===== src/rtl/bytebasher_pkg.sv =====
// Shared types and constants for the ByteBasher hit input path.
package bytebasher_pkg;

  localparam int CODE_W = 3;
  localparam logic [CODE_W-1:0] CODE_IDLE = 3'd0;

  typedef enum logic {
    IDLE = 1'b0,
    HELD = 1'b1
  } hit_state_e;

endpackage


===== src/rtl/gpio_hit_decoder_if.sv =====
// Valid/ready hit-event channel from the decoder to the game logic.
interface gpio_hit_decoder_if;
  import bytebasher_pkg::*;

  logic              hit_valid;
  logic              hit_ready;
  logic [CODE_W-1:0] hit_code;

  modport master (output hit_valid, output hit_code, input hit_ready);
  modport slave  (input hit_valid, input hit_code, output hit_ready);

endinterface


===== src/rtl/hit_fifo.sv =====
// Small synchronous FIFO; a push into a full queue without a same-cycle pop is dropped.
module hit_fifo #(
  parameter int DEPTH = 4,
  parameter int WIDTH = 3,
  localparam int PTR_W = $clog2(DEPTH),
  localparam int CNT_W = $clog2(DEPTH) + 1
) (
  input  logic             clk,
  input  logic             rst_n,
  input  logic             push,
  input  logic [WIDTH-1:0] push_data,
  input  logic             pop,
  output logic [WIDTH-1:0] pop_data,
  output logic             full,
  output logic             empty,
  output logic [CNT_W-1:0] count,
  output logic             drop
);

  logic [WIDTH-1:0] mem [DEPTH];
  logic [PTR_W-1:0] wr_ptr, rd_ptr;
  logic             do_push, do_pop;

  assign empty    = (count == '0);
  assign full     = (count == CNT_W'(DEPTH));
  assign do_pop   = pop && !empty;
  assign do_push  = push && (!full || do_pop);
  assign drop     = push && !do_push;
  assign pop_data = empty ? '0 : mem[rd_ptr];

  // Pointers wrap naturally because DEPTH is a power of two.
  always_ff @(posedge clk or negedge rst_n) begin
    if (!rst_n) begin
      wr_ptr <= '0;
      rd_ptr <= '0;
      count  <= '0;
    end else begin
      if (do_push) wr_ptr <= wr_ptr + 1'b1;
      if (do_pop)  rd_ptr <= rd_ptr + 1'b1;
      case ({do_push, do_pop})
        2'b10:   count <= count + 1'b1;
        2'b01:   count <= count - 1'b1;
        default: ;
      endcase
    end
  end

  // NOTE: storage has no reset; count alone decides which entries are valid.
  always_ff @(posedge clk) begin
    if (do_push) mem[wr_ptr] <= push_data;
  end

endmodule


===== src/rtl/gpio_hit_decoder.sv =====
// Synchronises and debounces the raw GPIO hit code, turning each press into one queued hit event.
module gpio_hit_decoder
  import bytebasher_pkg::*;
#(
  parameter int SYNC_STAGES   = 2,
  parameter int STABLE_CYCLES = 50000,
  parameter int FIFO_DEPTH    = 4
) (
  input  logic                        CLOCK_50,
  input  logic                        resetn,
  input  logic [CODE_W-1:0]           gpio_code,
  input  logic                        clear_overflow,
  gpio_hit_decoder_if.master          hit,
  output logic [CODE_W-1:0]           code_stable,
  output logic [$clog2(FIFO_DEPTH):0] fifo_count,
  output logic                        overflow
);

  localparam int CNT_W = $clog2(STABLE_CYCLES + 1);

  logic [SYNC_STAGES-1:0][CODE_W-1:0] sync_q;
  logic [CODE_W-1:0]                  sync_code;
  logic [CODE_W-1:0]                  cand;
  logic [CNT_W-1:0]                   cnt;
  logic                               qualify;
  hit_state_e                         state, state_next;
  logic                               fsm_push;
  logic                               fifo_full, fifo_empty, fifo_drop;
  logic [CODE_W-1:0]                  fifo_data;

  // NOTE: sequential state uses non-blocking assignments so every flop samples pre-edge values.
  always_ff @(posedge CLOCK_50 or negedge resetn) begin
    if (!resetn) sync_q <= '0;
    else         sync_q <= {sync_q[SYNC_STAGES-2:0], gpio_code};
  end

  assign sync_code = sync_q[SYNC_STAGES-1];
  assign qualify   = (sync_code == cand) && (cnt == CNT_W'(STABLE_CYCLES - 1));

  // A level is accepted on the edge its run of identical samples reaches STABLE_CYCLES.
  always_ff @(posedge CLOCK_50 or negedge resetn) begin
    if (!resetn) begin
      cand        <= CODE_IDLE;
      cnt         <= '0;
      code_stable <= CODE_IDLE;
    end else begin
      if (sync_code != cand) begin
        cand <= sync_code;
        cnt  <= CNT_W'(1);
      end else if (cnt != CNT_W'(STABLE_CYCLES)) begin
        cnt <= cnt + 1'b1;
      end
      if (qualify) code_stable <= cand;
    end
  end

  always_ff @(posedge CLOCK_50 or negedge resetn) begin
    if (!resetn) state <= IDLE;
    else         state <= state_next;
  end

  // NOTE: defaults first so no path through the case leaves an output unassigned (no latch).
  always_comb begin
    state_next = state;
    fsm_push   = 1'b0;
    case (state)
      IDLE: if (qualify && cand != CODE_IDLE) begin
        fsm_push   = 1'b1;
        state_next = HELD;
      end
      HELD: if (qualify && cand == CODE_IDLE) state_next = IDLE;
      default: state_next = IDLE;
    endcase
  end

  hit_fifo #(
    .DEPTH (FIFO_DEPTH),
    .WIDTH (CODE_W)
  ) u_fifo (
    .clk       (CLOCK_50),
    .rst_n     (resetn),
    .push      (fsm_push),
    .push_data (cand),
    .pop       (hit.hit_valid && hit.hit_ready),
    .pop_data  (fifo_data),
    .full      (fifo_full),
    .empty     (fifo_empty),
    .count     (fifo_count),
    .drop      (fifo_drop)
  );

  assign hit.hit_valid = !fifo_empty;
  assign hit.hit_code  = fifo_data;

  // A drop and a clear on the same edge leave the flag set.
  always_ff @(posedge CLOCK_50 or negedge resetn) begin
    if (!resetn)                     overflow <= 1'b0;
    else if (fifo_drop && fifo_full) overflow <= 1'b1;
    else if (clear_overflow)         overflow <= 1'b0;
  end

endmodule

===== src/flat_wrapper.sv =====
// flat-port wrapper written by rule: the top's interface ports become plain ports
module gpio_hit_decoder_flat import bytebasher_pkg::*;
#(
  parameter int SYNC_STAGES   = 2,
  parameter int STABLE_CYCLES = 50000,
  parameter int FIFO_DEPTH    = 4
)
  (CLOCK_50, resetn, gpio_code, clear_overflow, code_stable, fifo_count, overflow, hit_hit_valid, hit_hit_code, hit_hit_ready);
  gpio_hit_decoder_if hit_i ();
  input  logic CLOCK_50;
  input  logic resetn;
  input  logic [CODE_W-1:0] gpio_code;
  input  logic clear_overflow;
  output logic [CODE_W-1:0] code_stable;
  output logic [$clog2(FIFO_DEPTH):0] fifo_count;
  output logic overflow;
  output wire logic [$bits(hit_i.hit_valid)-1:0] hit_hit_valid;
  output wire logic [$bits(hit_i.hit_code)-1:0] hit_hit_code;
  input wire logic [$bits(hit_i.hit_ready)-1:0] hit_hit_ready;
  assign hit_hit_valid = hit_i.hit_valid;
  assign hit_hit_code = hit_i.hit_code;
  assign hit_i.hit_ready = hit_hit_ready;
  gpio_hit_decoder #(.SYNC_STAGES(SYNC_STAGES), .STABLE_CYCLES(STABLE_CYCLES), .FIFO_DEPTH(FIFO_DEPTH)) u_core (.CLOCK_50(CLOCK_50), .resetn(resetn), .gpio_code(gpio_code), .clear_overflow(clear_overflow), .hit(hit_i), .code_stable(code_stable), .fifo_count(fifo_count), .overflow(overflow));
endmodule

===== config.mk =====
export PLATFORM = sky130hd
export DESIGN_NAME = gpio_hit_decoder_flat
export DESIGN_NICKNAME = d
export VERILOG_FILES = /design/src/rtl/bytebasher_pkg.sv /design/src/rtl/gpio_hit_decoder_if.sv /design/src/rtl/hit_fifo.sv /design/src/rtl/gpio_hit_decoder.sv /design/src/flat_wrapper.sv
export SDC_FILE = /design/constraint.sdc
export NUM_CORES = 1
export LEC_CHECK = 0
export ABC_AREA = 1
export ABC_CLOCK_PERIOD_IN_PS = 2300
export BUFFER_PORTS_ARGS = -buffer_cell sky130_fd_sc_hd__buf_2
export CORE_AREA = 4 4 82 84
export CTS_BUF_LIST = sky130_fd_sc_hd__clkbuf_2
export DETAILED_ROUTE_END_ITERATION = 10
export DIE_AREA = 0 0 86 88
export SETUP_SLACK_MARGIN = 0.1
export SLEW_MARGIN = 15
export SYNTH_ARGS = -nofsm -noshare
export SYNTH_HDL_FRONTEND = slang
export SYNTH_SLANG_ARGS = --single-unit

===== constraint.sdc =====
create_clock -name CLOCK_50 -period 2.3 [get_ports CLOCK_50]
set_input_delay 0.46 -clock CLOCK_50 [delete_from_list [all_inputs] [get_ports CLOCK_50]]
set_output_delay 0.46 -clock CLOCK_50 [all_outputs]
set_load 0.01 [all_outputs]

; Word level (Yosys, flattened, before mapping)
; Memory sizes are Yosys's and may differ from the RTL's.
; Cells that the tools add are included.
[word_totals]
register_bits = 37
latchBits = 0
ram_bits = 12
mem_bits_ro = 0
out_inout_bits = 11
mem_count = 1
[classes]
addsub = 5
mul = 0
n_div = 0
magnitude_cmp = 0
n_eq_ne = 7
shift = 0
n_mux = 12
bitwise_logic = 1
reduce_logical = 18
[mem_list]
columns = name, depth, word_bits, read_ports, rd_clocked_by_memory_dff, wr, line
row1 = u_core.u_fifo.mem, 4, 3, 1, 0, 1, hit_fifo.sv:20  ; logic [WIDTH-1:0] mem [DEPTH];
[op_table]
columns = op, count
row1 = 16-bit 2-to-1 mux, 2
row2 = "16-bit by 1-bit adder with 16-bit output, second input constant", 1
row3 = "16-bit equality test, second input constant", 1
row4 = "16-bit inequality test, second input constant", 1
row5 = 1-bit logical AND, 8
row6 = 1-bit 2-to-1 mux, 7
row7 = 3-bit zero test, 2
row8 = 3-bit one-hot mux with 2 select lines, 1
row9 = 2-bit nonzero test, 3
row10 = "2-bit by 1-bit adder with 2-bit output, second input constant", 2
row11 = "3-bit by 1-bit adder with 3-bit output, second input constant", 1
row12 = 3-bit equality test, 1
row13 = "3-bit equality test, second input constant", 1
row14 = 1-bit zero test, 3
row15 = 3-bit 2-to-1 mux, 1
row16 = 3-bit inequality test, 1
row17 = 3-bit nonzero test, 1
row18 = "3-bit by 1-bit subtractor with 3-bit output, second input constant", 1
row19 = "2-bit by 1-bit equality test with 1-bit output, second input constant", 1
row20 = "2-bit equality test, second input constant", 1
row21 = 1-bit one-hot mux with 2 select lines, 1
row22 = 1-bit logical OR, 1
row23 = 1-bit inverter, 1

; Depth between registers and ports, before layout
[logic_depth]
ltp_word = 10
mapped_depth = 17

; Modules after synthesis
; A second synthesis with hierarchy kept.
[unflattened]
hier_cells = 314
hier_area_um2 = 2560.0
[modules_own_cells]
columns = module, n_inst, cells_each, area_each_um2, seq_area_each_um2
row1 = gpio_hit_decoder, 1, 205, 1557.7, 750.7
row2 = hit_fifo, 1, 109, 1002.2, 535.5

; Worst setup path after synthesis
; OpenSTA, ideal clock, no wires.
[synth_path]
path_type = reg2reg
from = register u_core.cnt[0]
to = register u_core.u_fifo.count[2]
setup_time_ns = 0.113
t_arrival_ns = 1.908
required_time_ns = 2.187
slack_ns = 0.279
path_stages_with_launch = 18
period_less_slack_ns = 2.021
path_cell_list = dfrtp_1 -> ha_1 -> inv_1 -> nor2_2 -> nand2_2 -> nor2_4 -> nand2_4 -> nor2_8 -> nand2_4 -> nand2_4 -> inv_1 -> fa_1 -> inv_1 -> nand2_2 -> nand2_1 -> nand2_1 -> nand2_1 -> inv_1
[synth_via]
elab_chain_cells = 8
[synth_lines]
columns = element, line
row1 = "start, declared", gpio_hit_decoder.sv:24  ; logic [CNT_W-1:0] cnt;
row2 = "start signal, assigned", gpio_hit_decoder.sv:51  ; cnt <= cnt + 1'b1;
row3 = 16-bit equality test *, gpio_hit_decoder.sv:38  ; assign qualify = (sync_code == cand) && (cnt == CNT_W'(STABLE_CYCLES - 1));
row4 = 1-bit logical AND *, gpio_hit_decoder.sv:38
row5 = 1-bit logical AND *, gpio_hit_decoder.sv:67  ; IDLE: if (qualify && cand != CODE_IDLE) begin
row6 = 1-bit 2-to-1 mux *, gpio_hit_decoder.sv:67
row7 = 1-bit 2-to-1 mux *, gpio_hit_decoder.sv:66  ; case (state)
row8 = 1-bit logical AND *, hit_fifo.sv:27  ; assign do_push = push && (!full || do_pop);
row9 = 2-bit by 1-bit equality test with 1-bit output or 2-bit equality test (tied branches), hit_fifo.sv:40  ; case ({do_push, do_pop})
row10 = 3-bit one-hot mux with 2 select lines or 2-bit nonzero test (tied branches), n/a
row11 = "end signal, assigned", hit_fifo.sv:41  ; 2'b10: count <= count + 1'b1;
row12 = "end signal, assigned", hit_fifo.sv:42  ; 2'b01: count <= count - 1'b1;
row13 = "end, declared", hit_fifo.sv:16  ; output logic [CNT_W-1:0] count,
; Mark *: on every way between the ends. The rest lies on a longest branch, timed or not.
; A chain may end at the register's enable or synchronous reset.

; Worst setup path in the final report
[layout_path]
from = register u_core.cnt[4]
to = register u_core.u_fifo.count[2]
; The elaborated chain is that of the path after synthesis.

==> flow_metrics.py <==
metrics = {
    "run_status": {
        "status": "finished clean",
    },
    "route": {
        "first_pass_iters": 4,
        "route.detailed.vias_per_inst": 4.587,
        "detailedRoute.firstIterationViolations": 82,
        "finalWirelength_um": 3853,
        "count_of_unresolved_drc_violations_after_routing": 0,
        "num_vias": 1564,
        "wl_per_cell_um": 11.30,
        "number_of_nets_with_antenna_violations_after_routing": 0,
    },
    "pwr": {
        "leakagePower_nw": 1.156,
        "pwr-share-comb_pct": 24.9,
        "clock_power_share_pct": 18.9,
        "p_int_mw": 1.210,
        "switching_share_pct": 33.47,
        "powerDensity_mw_per_mm2": 707.5,
        "power.switching_mw": 0.6090,
        "post-layout-total-power_mw": 1.819,
        "irDropWorstVdd_mv": 0.3628,
        "power_frac_seq_pct": 56.2,
    },
    "synth": {
        "synth.net_count": 254,
        "synth.avg_cell_area_um2": 9.650,
        "largest_family_of_logic_cells_by_synthesized_area": "simple AND/OR/NAND/NOR gates",
        "post_synthesis_cell_type_count": 30,
        "post_synth_fa_ha_maj_area_fraction_pct": 4.106,
        "netlist_area_mm2": 0.002316,
        "synth_simple_gate_area_share_pct": 22.47,
        "synth-compound-area-share_pct": 8.752,
        "ys.warnings.count": 0,
        "yosys_register_bits": 49,
        "syn_inst": 240,
        "synth-seq-area-share_pct": 55.54,
        "synth.mux.area_fraction_pct": 0,
        "synth_xor_area_share_pct": 2.647,
    },
    "clock_tree": {
        "tritoncts_clock_tree": "yes",
        "cts_buffers": 5,
        "clock_path_buffers": 2,
        "htree_num_levels": 2,
        "clk_root_buffer_cell": "sky130_fd_sc_hd__clkbuf_2",
        "clk_pin_slew_worst_paths_ns": 0.23,
        "cts_sinks": 49,
        "clock_latency_ns": 0.41,
    },
    "placement": {
        "hpwlAfterDp_um": 2820,
        "global_placement_routability_congestion": 0.7530,
        "place_worst_setup_slack_ns": 0.1603,
        "buffer_ports.inserted": 17,
    },
    "sta": {
        "slew_headroom_pct": 45.07,
        "unrepaired_setup_endpoints_after_global_routing": "yes",
        "worst_slack_ns": 0.2676,
        "finalSetupViolCount": 0,
        "final-max-slew-violation-count": 0,
        "max_freq_mhz": 492.0,
        "fin_crit_ns": 2.032,
        "setup_total_negative_slack_ns": 0,
        "timing_worst_slew_pin_value_ns": 0.8240,
        "min_period_over_period_pct": 88.37,
        "fin_skew_ns": 0.01539,
        "finalHoldViolCount": 0,
    },
    "global_route": {
        "grt_pass1_wl_um": 6810,
        "globalRouteOverflowTotal": 0,
        "antenna_found_initial": 0,
        "grt_start_max_net_pins": 38,
        "number_of_global_route_vias_before_repair": 1574,
        "gr-usage-all-layers_pct": 11.33,
    },
    "layout": {
        "final_core_utilization_pct": 43.43,
        "multi_input_comb_area_um2": 884.6,
        "count_of_inserted_antenna_diode_cells": 0,
        "post_route_cells_drive_above_1_share_pct": 21.80,
        "final_common_cell": "sky130_fd_sc_hd__nand2_1",
        "area_overhead_vs_synth_pct": 11.02,
        "n_fill_cell": 571,
        "layout.cells.most_common_list": "sky130_fd_sc_hd__nand2_1, sky130_fd_sc_hd__dfrtp_1, sky130_fd_sc_hd__nor2_1, sky130_fd_sc_hd__inv_1, sky130_fd_sc_hd__o21ai_0",
        "seq_area_mm2": 0.001286,
        "num-nets-final": 279,
    },
    "floorplanning": {
        "die_area_mm2": 0.007568,
        "design.core.area_mm2": 0.005921,
        "die-width_um": 86,
        "initial_core_util_pct": 39.12,
        "floorplan.die.height_um": 88,
        "rows": 28,
        "design.portCount": 18,
    },
    "setup_path": {
        "path_class": "flop to flop",
        "timing.critical_path.from_type": "flop",
        "worst_ep_required_time_ns": 2.64,
        "crit_path_max_fanout": 4,
        "timing.critical_path.to_type": "flop",
        "crit_path_arrival_time_ns": 2.37,
    },
    "flow_run": {
        "max-cap-violations": 0,
    },
    "worst_hold_path": {
        "hold_path.class": "input port to asynchronous set/reset pin",
    },
}
Yosys cell counts (all sizes together):
master,count,share of area (%)
edfxtp,12,16
nand4,4,1.7
o21bai,1,0.32
xnor2,1,0.38
dfrtp,37,40
inv,35,5.7
nand3b,1,0.86
nor4,1,0.54
o21ai,20,4.3
fa,1,0.86
nand3,7,1.7
ha,6,3.2
nor3,5,1.5
a21oi,14,3.0
clkbuf,5,0.81
a211oi,1,0.32
o22ai,1,0.27
nand2,44,8.4
nor2,37,7.7
o221a,1,0.49
xor2,6,2.3
kinds of logic after synthesis:
logic type / count (synthesis)
AND/OR/NAND/NOR: 99
flip-flops: 49
buffers and inverters: 40
adder cells (fa/ha/maj): 7
AO/OA/AOI/OAI: 38
XOR/XNOR: 7
final cells by class:
cell class	instances	area share, %
clock buffer	6	1.168
clock inverter	2	0.5839
inverter	35	5.109
multi-input combinational	151	34.40
sequential	49	50.02
tap	75	3.650
timing repair buffer	23	5.061
stage by stage:
stage / std cells / instance area [um2] / hold slack, ns
final: 341 / 2571 / 0.1042
after global routing: 341 / 2571 / 0.08428
after CTS: 337 / 2536 / 0.1038
after detailed placement: 329 / 2491 / 0.3401
after global placement: 329 / 2491 / 0.3323
after floorplan: 240 / 2316 / 0.1644
critical path, stage by stage (launching register included):
cell                      delay, ns
sky130_fd_sc_hd__dfrtp_1       0.50
sky130_fd_sc_hd__inv_2         0.09
sky130_fd_sc_hd__nand2_1       0.07
sky130_fd_sc_hd__nor2_2        0.11
sky130_fd_sc_hd__nand2_2       0.07
sky130_fd_sc_hd__nor2_4        0.10
sky130_fd_sc_hd__nand2_4       0.08
sky130_fd_sc_hd__nor2_8        0.13
sky130_fd_sc_hd__nand2_4       0.06
sky130_fd_sc_hd__nand2_4       0.08
sky130_fd_sc_hd__inv_2         0.04
sky130_fd_sc_hd__fa_2          0.36
sky130_fd_sc_hd__inv_2         0.06
sky130_fd_sc_hd__nand2_2       0.04
sky130_fd_sc_hd__nand2_1       0.05
sky130_fd_sc_hd__nand2_1       0.04
sky130_fd_sc_hd__nand2_1       0.05
sky130_fd_sc_hd__inv_1         0.03
power groups by stage:
stage	clock (mW)	combinational, mW	sequential (mW)
2_1_floorplan	0	0.317	1.02
3_3_place_gp	0	0.449	1.04
3_5_place_dp	0	0.453	1.04
4_1_cts	0.367	0.456	1.02
5_1_grt	0.399	0.530	1.04
6_report	0.344	0.453	1.02
metal layers:
layer	up-vias	GRT usage (%)	wire length [um]
met4	0	3.885	44
met5	-	0	0
met1	718	14.09	1813
li1	818	-	-
met2	23	19.48	1833
met3	5	2.540	161
final timing paths:
kind | start | depth (start not counted) | endpoint | slack [ns]
worst max-delay path | u_core.cnt[4] | 17 | u_core.u_fifo.count[2] | 0.27
worst max register to register | u_core.cnt[4] | 17 | u_core.u_fifo.count[2] | 0.27
max in group asynchronous | resetn | 1 | u_core.cand[2] | 1.68
worst min register to register | u_core.sync_q[1] | 0 | u_core.sync_code[1] | 0.38
min in group CLOCK_50 | gpio_code[1] | 1 | u_core.sync_q[1] | 0.14
worst min-delay path | resetn | 1 | u_core.cnt[15] | 0.10
state kept, by name, indices dropped and copies added, names as in the netlist, named ones only:
name,cells
u_core.sync_code,3
u_core.sync_q,3
u_core.cnt,16
u_core.code_stable,3
u_core.u_fifo.count,3
u_core.u_fifo.wr_ptr,2
u_core.u_fifo.rd_ptr,2
u_core.overflow,1
u_core.u_fifo.mem,12
u_core.cand,3
what timing repair did:
action                                  4_1_cts  5_1_grt
hold buffers                                  0        0
resized for setup                             0        5
endpoints found under the setup margin        0        2
setup buffers                                 0        4
Power figures use the tool's default switching activity.
